## src/rtl/tlul_txn_tracker.sv

```systemverilog
// -----------------------------------------------------------------------------
// tlul_txn_tracker
//   Passive TileLink-UL checker and transaction tracker for one A/D channel
//   pair. It keeps one table entry per source ID and checks the legality and
//   stability of A requests. It correlates D responses with the entries and
//   runs a watchdog over outstanding work. It never drives the bus.
//
// Parameters
//   SRC_W      source-ID width (table has 2**SRC_W entries)
//   ADDR_W     address width
//   BEAT_BYTES data-bus bytes (power of 2), equals mask width
//   TIMEOUT    cycles with work outstanding and no D fire before code 12 (>=2)
//
// Ports
//   clock, reset_n                 rising-edge clock, synchronous active-low reset
//   a_valid/a_ready, a_opcode, a_param, a_size, a_source, a_address, a_mask
//                                  observed A channel
//   d_valid/d_ready, d_opcode, d_param, d_size, d_source, d_denied
//                                  observed D channel
//   err_valid                      one-cycle pulse per cycle with an error
//   err_code                       lowest-numbered error of that cycle (0 if none)
//   err_sticky                     set on the first error, held until reset
//   inflight                       number of busy table entries
//
// Error codes
//   1 bad opcode, 2 a_param, 3 a_size, 4 misaligned, 5 mask, 6 source busy,
//   7 A changed while stalled, 8 D on idle source, 9 d_opcode, 10 d_size,
//   11 d_param, 12 watchdog.
//
// Optional build macro
//   TLUL_TXN_TRACKER_ASSERT_EN - adds simulation-only checks. They raise $error
//   on every err_valid and on X in a_valid/d_valid while out of reset. Leave
//   the macro undefined for synthesis. The outputs are the same either way.
// -----------------------------------------------------------------------------

// One tracking entry: busy flag plus the data needed to check the response.
module tlul_txn_entry (
   input  logic       clock,
   input  logic       reset_n,
   input  logic       alloc,
   input  logic       retire,
   input  logic       alloc_exp,
   input  logic [2:0] alloc_size,
   output logic       busy,
   output logic       exp_opcode,
   output logic [2:0] size
);
   always_ff @(posedge clock) begin
      if (!reset_n) begin
         busy       <= 1'b0;
         exp_opcode <= 1'b0;
         size       <= 3'd0;
      end else if (alloc) begin
         // alloc wins over retire: same-cycle retire and re-allocate
         busy       <= 1'b1;
         exp_opcode <= alloc_exp;
         size       <= alloc_size;
      end else if (retire) begin
         busy       <= 1'b0;
      end
   end
endmodule

module tlul_txn_tracker #(
   parameter int SRC_W      = 2,
   parameter int ADDR_W     = 30,
   parameter int BEAT_BYTES = 4,
   parameter int TIMEOUT    = 1024
) (
   input  logic                  clock,
   input  logic                  reset_n,
   input  logic                  a_valid,
   input  logic                  a_ready,
   input  logic [2:0]            a_opcode,
   input  logic [2:0]            a_param,
   input  logic [2:0]            a_size,
   input  logic [SRC_W-1:0]      a_source,
   input  logic [ADDR_W-1:0]     a_address,
   input  logic [BEAT_BYTES-1:0] a_mask,
   input  logic                  d_valid,
   input  logic                  d_ready,
   input  logic [2:0]            d_opcode,
   input  logic [1:0]            d_param,
   input  logic [2:0]            d_size,
   input  logic [SRC_W-1:0]      d_source,
   input  logic                  d_denied,
   output logic                  err_valid,
   output logic [3:0]            err_code,
   output logic                  err_sticky,
   output logic [SRC_W:0]        inflight
);
   localparam int NUM_SRC = 2**SRC_W;
   localparam int LG      = $clog2(BEAT_BYTES);
   localparam int WD_W    = $clog2(TIMEOUT + 1);

   localparam logic [2:0] OP_PUT_FULL    = 3'd0;
   localparam logic [2:0] OP_PUT_PARTIAL = 3'd1;
   localparam logic [2:0] OP_GET         = 3'd4;

   typedef struct packed {
      logic [2:0]            opcode;
      logic [2:0]            param;
      logic [2:0]            size;
      logic [SRC_W-1:0]      source;
      logic [ADDR_W-1:0]     address;
      logic [BEAT_BYTES-1:0] mask;
   } a_req_t;

   a_req_t                  a_req, hold_req;
   logic                    hold_vld;
   logic                    a_fire, d_fire;
   logic [NUM_SRC-1:0]      busy, alloc, retire, exp_op;
   logic [NUM_SRC-1:0][2:0] ent_size;
   logic [NUM_SRC-1:0]      busy_nxt;
   logic [SRC_W:0]          inflight_nxt;
   logic [WD_W-1:0]         wd;
   logic [15:0]             denied_cnt;

   logic                  op_bad, param_bad, size_bad, addr_bad, mask_bad;
   logic                  a_ok, src_busy, stab_bad;
   logic                  d_busy, d_op_bad, d_size_bad, d_param_bad, wd_expire;
   logic [3:0]            err_code_nxt;
   logic                  err_any;
   logic [BEAT_BYTES-1:0] lanes;
   int                    a_off, a_nbytes;

   assign a_fire = a_valid && a_ready;
   assign d_fire = d_valid && d_ready;
   assign a_req  = '{opcode: a_opcode, param: a_param, size: a_size,
                     source: a_source, address: a_address, mask: a_mask};

   genvar g;
   generate
      for (g = 0; g < NUM_SRC; g++) begin : g_ent
         tlul_txn_entry u_ent (
            .clock      (clock),
            .reset_n    (reset_n),
            .alloc      (alloc[g]),
            .retire     (retire[g]),
            .alloc_exp  (a_opcode == OP_GET),
            .alloc_size (a_size),
            .busy       (busy[g]),
            .exp_opcode (exp_op[g]),
            .size       (ent_size[g])
         );
      end
   endgenerate

   // ---- A request legality ----
   always_comb begin
      op_bad    = !(a_opcode inside {OP_PUT_FULL, OP_PUT_PARTIAL, OP_GET});
      param_bad = (a_param != 3'd0);
      size_bad  = (a_size > 3'(LG));
      addr_bad  = |(a_address & ((ADDR_W'(1) << a_size) - ADDR_W'(1)));
      // Lanes touched by the access. This is only meaningful when the size
      // and alignment checks pass; the lower codes win otherwise.
      a_off    = 32'(a_address & ADDR_W'(BEAT_BYTES - 1));
      a_nbytes = 1 << a_size;
      lanes    = '0;
      for (int b = 0; b < BEAT_BYTES; b++)
         lanes[b] = (b >= a_off) && (b < a_off + a_nbytes);
      if (a_opcode == OP_PUT_PARTIAL)
         mask_bad = (|(a_mask & ~lanes)) || (a_mask == '0);
      else
         mask_bad = (a_mask != lanes);
      a_ok = !(op_bad || param_bad || size_bad || addr_bad || mask_bad);
   end

   // ---- table control ----
   always_comb begin
      retire = '0;
      alloc  = '0;
      for (int i = 0; i < NUM_SRC; i++) begin
         retire[i] = d_fire && (d_source == SRC_W'(i)) && busy[i];
         alloc[i]  = a_fire && a_ok && (a_source == SRC_W'(i)) && (!busy[i] || retire[i]);
      end
      src_busy = busy[a_source] && !retire[a_source];
      busy_nxt = (busy & ~retire) | alloc;
      inflight_nxt = '0;
      for (int i = 0; i < NUM_SRC; i++)
         inflight_nxt = inflight_nxt + (SRC_W+1)'(busy_nxt[i]);
   end

   // ---- D response and protocol checks ----
   always_comb begin
      d_busy      = busy[d_source];
      d_op_bad    = (d_opcode != {2'b00, exp_op[d_source]});
      d_size_bad  = (d_size != ent_size[d_source]);
      d_param_bad = (d_param != 2'd0);
      stab_bad    = hold_vld && (!a_valid || (a_req != hold_req));
      wd_expire   = !d_fire && (inflight != '0) && (wd == WD_W'(TIMEOUT - 1));
   end

   // lowest code wins
   always_comb begin
      err_code_nxt = 4'd0;
      if      (a_fire && op_bad)      err_code_nxt = 4'd1;
      else if (a_fire && param_bad)   err_code_nxt = 4'd2;
      else if (a_fire && size_bad)    err_code_nxt = 4'd3;
      else if (a_fire && addr_bad)    err_code_nxt = 4'd4;
      else if (a_fire && mask_bad)    err_code_nxt = 4'd5;
      else if (a_fire && src_busy)    err_code_nxt = 4'd6;
      else if (stab_bad)              err_code_nxt = 4'd7;
      else if (d_fire && !d_busy)     err_code_nxt = 4'd8;
      else if (d_fire && d_op_bad)    err_code_nxt = 4'd9;
      else if (d_fire && d_size_bad)  err_code_nxt = 4'd10;
      else if (d_fire && d_param_bad) err_code_nxt = 4'd11;
      else if (wd_expire)             err_code_nxt = 4'd12;
      err_any = (err_code_nxt != 4'd0);
   end

   always_ff @(posedge clock) begin
      if (!reset_n) begin
         hold_vld   <= 1'b0;
         hold_req   <= '0;
         inflight   <= '0;
         wd         <= '0;
         denied_cnt <= '0;
         err_valid  <= 1'b0;
         err_code   <= 4'd0;
         err_sticky <= 1'b0;
      end else begin
         // a stalled request must be presented unchanged next cycle
         hold_vld <= a_valid && !a_ready;
         hold_req <= a_req;
         inflight <= inflight_nxt;
         if (d_fire || (inflight == '0) || wd_expire)
            wd <= '0;
         else
            wd <= wd + WD_W'(1);
         // denied responses are legal; the count is a debug observation point
         if (d_fire && d_denied)
            denied_cnt <= denied_cnt + 16'd1;
         err_valid  <= err_any;
         err_code   <= err_code_nxt;
         err_sticky <= err_sticky || err_any;
      end
   end

`ifdef TLUL_TXN_TRACKER_ASSERT_EN
   longint unsigned cyc;
   always @(posedge clock) begin
      if (!reset_n) cyc <= 0;
      else          cyc <= cyc + 1;
      assert (!err_valid)
         else $error("tlul_txn_tracker: err_code=%0d cycle=%0d", err_code, cyc);
      if (reset_n)
         assert (!$isunknown({a_valid, d_valid}))
            else $error("tlul_txn_tracker: X on a_valid/d_valid cycle=%0d", cyc);
   end
`endif

endmodule
```

## config.mk

```make
export PLATFORM = sky130hd
export DESIGN_NAME = tlul_txn_tracker
export DESIGN_NICKNAME = d
export VERILOG_FILES = /design/src/rtl/tlul_txn_tracker.sv
export SDC_FILE = /design/constraint.sdc
export NUM_CORES = 1
export LEC_CHECK = 0
export ABC_CLOCK_PERIOD_IN_PS = 6700
export CORE_ASPECT_RATIO = 0.75
export CORE_UTILIZATION = 35
export CTS_CLUSTER_DIAMETER = 50
export DETAILED_ROUTE_END_ITERATION = 10
export DONT_BUFFER_PORTS = 1
export HOLD_SLACK_MARGIN = 0.08
export PLACE_DENSITY_LB_ADDON = 0.12
export SLEW_MARGIN = 20
export SYNTH_ARGS = -nofsm -noshare
export SYNTH_HDL_FRONTEND = slang
export SYNTH_HIERARCHICAL = 1
export SYNTH_SLANG_ARGS = --single-unit
```

## constraint.sdc

```tcl
create_clock -name clock -period 6.7 [get_ports clock]
set_clock_uncertainty 0.05 [all_clocks]
set_input_delay 1.34 -clock clock [delete_from_list [all_inputs] [get_ports clock]]
set_output_delay 1.34 -clock clock [all_outputs]
set_load 0.01 [all_outputs]
```

==> flow_metrics.py <==
metrics = {
    "cts": {
        "clock_latency_ps": 340,
        "cts_buffers": 9,
        "ctsResizeCount": 0,
        "holdBufCountCts": 0,
        "cts_buffer_depth": 2,
        "cts_tree": "built",
        "cts.clk_slew.worst_paths_ps": 60,
        "clock-sinks": 86,
        "htreeDepth": 3,
        "post_cts_buffers": 0,
        "cts_root_buffer": "clkbuf_16",
    },
    "sta": {
        "fmax_ghz": 0.195,
        "drv_slew": 0,
        "setup_viol": 0,
        "fin_tns_setup_ps": 0,
        "grt_setup_unrepaired": "no",
        "report.final.hold_viol_count": 0,
        "timing.final.crit_share": 0.765,
        "relSlewSlack": 0.448,
        "tightestPinTransition_ps": 828,
        "fin_crit_ps": 5130,
    },
    "setup_path": {
        "rrSetupSlack_ps": 4270,
        "cp-start-kind": "input pin",
        "cp_cell_sequence": "or3_2 -> inv_1 -> ha_1 -> inv_1 -> fa_1 -> nand3b_1 -> a21oi_1 -> o21ai_0 -> nand2_1 -> ha_1 -> nand4_1 -> nor2_1 -> a31oi_1 -> nand3b_1 -> nor4_1 -> nand2b_1 -> nand2_1 -> fa_1 -> ha_1 -> ha_1 -> and2_1",
        "cp_slowest_cell": "or3_2",
        "cp.arrival_ps": 5310,
        "reg2reg_from": "hold_req[12]$_SDFF_PN0_",
        "end_kind": "flop",
        "crit_buf_inv": 2,
        "crit_family": "simple AND/OR/NAND/NOR gates",
        "path_class": "input pin to flop",
        "r2r-end": "err_sticky$_SDFF_PN0_",
        "critPathRequiredTime_ps": 6880,
        "critPathMaxStageDelay_ps": 480,
        "r2r_cells": 8,
        "crit_fanout": 12,
        "cp_common_cell": "ha_1",
    },
    "place": {
        "gp_congestion": 0.801,
        "place_area_um2": 4220,
        "portBuffers": 0,
        "placed_cells": 568,
        "hpwl_um": 6720,
    },
    "global_route": {
        "gr-usage-all-layers": 0.156,
        "grt_pass1_wl_um": 14100,
        "gr-total-overflow": 0,
        "grt_max_degree": 75,
        "grt_pass1_vias": 2599,
        "antenna_found_initial": 0,
    },
    "cells_and_area": {
        "layout.nets": 497,
        "instances_no_fill": 584,
        "final_cell_area_um2": 4520,
        "num-fill-cells": 1108,
        "areaGrowthSynthToFinish_pct": 9.48,
        "final_util": 0.404,
        "drive_gt1_frac": 0.0749,
        "diodes": 0,
    },
    "synth": {
        "synth.top_cell.area_share": 0.417,
        "synth_cell_types": 51,
        "synthCells": 427,
        "ys.flop_type": "dfxtp_1",
        "synth_area_per_cell_um2": 9.67,
        "synth-seq-cells": 86,
        "synth.area.top_cells": "dfxtp_1, xor2_1, and2_1, mux2i_1, ha_1",
        "syn-num-nets": 502,
        "async_flop_share": 0,
        "ys_seq_area_frac": 0.417,
        "yosysTopAreaCell": "dfxtp_1",
        "ys_warn_count": 6,
        "syn_area_um2": 4130,
        "synth-edff-count": 0,
    },
    "route": {
        "via_per_inst": 4.74,
        "vias": 2767,
        "drt_iter0_markers": 111,
        "drc": 0,
        "dr.pass1.iters": 4,
        "wl_per_cell_um": 15.5,
        "totalWireLength_um": 9080,
        "ant_nets": 0,
    },
    "floorplan": {
        "core_um2": 11200,
        "die_w_um": 127,
        "initial_utilization": 0.369,
        "num_io_pins": 71,
        "dieArea_um2": 12200,
        "die_h_um": 96.1,
        "num_rows": 33,
    },
    "power_and_ir_drop": {
        "powerDensity_nw_per_um2": 244,
        "p_leak_nw": 1.74,
        "sw_frac_of_total": 0.224,
        "pwr-share-comb": 0.059,
        "p_int_mw": 0.855,
        "power.switching_mw": 0.246,
        "p_seq_frac": 0.487,
        "power_mw": 1.10,
        "pwr-share-clk": 0.454,
        "ir_worst_vdd_mv": 0.121,
    },
    "min_path": {
        "holdCritStartpoint": "wd[0]$_SDFF_PP0_",
        "hold_depth": 1,
        "min_to": "wd[0]$_SDFF_PP0_",
        "min_path_type": "flop to flop",
    },
    "run_status": {
        "outcome": "complete, no violations",
    },
    "flow_run": {
        "drv_cap": 0,
    },
}
==> worst max-delay path by stage <==
stage,start,slack (ps),to,depth (start not counted)
detailed placement,a_size[0],1200,inflight[1]$_SDFF_PN0_,21
global route,a_size[0],1160,inflight[1]$_SDFF_PN0_,21
finish,a_size[0],1570,inflight[1]$_SDFF_PN0_,21
CTS,a_size[0],1570,inflight[1]$_SDFF_PN0_,21
floorplan,a_size[1],1420,inflight[1]$_SDFF_PN0_,22
global placement,a_size[0],1260,inflight[1]$_SDFF_PN0_,21
==> sequential cells by signal, summed over array words and instances, names as in the netlist, 3 cells and up <==
| signal | flops |
|---|---|
| inflight | 3 |
| g_ent.u_ent/busy | 4 |
| g_ent.u_ent/exp_opcode | 4 |
| hold_req | 45 |
| wd | 11 |
| err_code | 4 |
| g_ent.u_ent/size | 12 |
==> final cells by class <==
cell class                      count  area, um2  area share
Multi-Input combinational cell    313       2260       0.500
Sequential cell                    86       1720       0.381
Clock buffer                        9        225      0.0498
Tap cell                          157        196      0.0434
Clock inverter                      7       73.8      0.0163
Inverter                           12       45.0     0.00996
==> placed cells by master (no fill, tap or decap), types with 6 or more instances in the layout <==
master and count:
dfxtp_1 86, xor2_1 52, and2_1 48, nor2_1 23, nand2_1 23, nor2b_1 22, mux2i_1 20, nor4_1 13
inv_1 12, a21oi_1 11, ha_1 11, nand3_1 9, clkbuf_16 9, xnor2_1 7, nand2b_1 6, nand4_1 6
o21a_1 6
==> synthesized netlist by cell type, types with 3 or more instances <==
library cell,instances
nor4_1,13
clkbuf_1,8
nand3b_1,3
dfxtp_1,86
nor3_1,5
o21ai_0,4
mux4_2,4
nor2_1,23
buf_6,5
xnor2_1,7
nor3b_1,3
nand2_1,23
ha_1,11
o21a_1,6
mux2i_1,20
and2_2,3
xor2_1,52
or2_2,3
nand3_1,9
and3_1,4
and2_1,48
nor2b_1,22
nand4_1,6
nand2b_1,6
a21oi_1,11
inv_1,12
==> power groups by stage <==
stage | Clock [mW] | Sequential (mW) | Combinational [mW]
floorplan | 0 | 0.547 | 0.0617
finish | 0.500 | 0.537 | 0.0647
detailed placement | 0 | 0.548 | 0.0650
CTS | 0.518 | 0.537 | 0.0655
global route | 0.543 | 0.538 | 0.0738
global placement | 0 | 0.548 | 0.0639
==> layer usage <==
| layer | vias up | global-route usage | routed length [um] |
|---|---|---|---|
| met2 | 65 | 0.201 | 3440 |
| li1 | 1423 | - | - |
| met5 | - | 0 | 0 |
| met4 | 0 | 0.0417 | 89 |
| met3 | 8 | 0.0511 | 769 |
| met1 | 1271 | 0.238 | 4780 |
==> cell families (layout without fill, tap and decap cells) <==
kind of cell | Yosys count | after routing | synth area share
buf+inv | 28 | 28 | 0.0360
simple gates | 180 | 180 | 0.248
fa+ha+maj | 13 | 13 | 0.0430
xor+xnor | 59 | 59 | 0.125
mux | 24 | 24 | 0.0703
compound gates | 37 | 37 | 0.0609
flops | 86 | 86 | 0.417
==> per-stage QoR <==
stage | hold WS (ps) | setup WS [ps]
after global placement | 384 | 1260
after CTS | 405 | 1570
final | 402 | 1570
after global routing | 420 | 1160
after floorplan | 368 | 1420
after detailed placement | 393 | 1200
(Power assumes the default switching activity.)
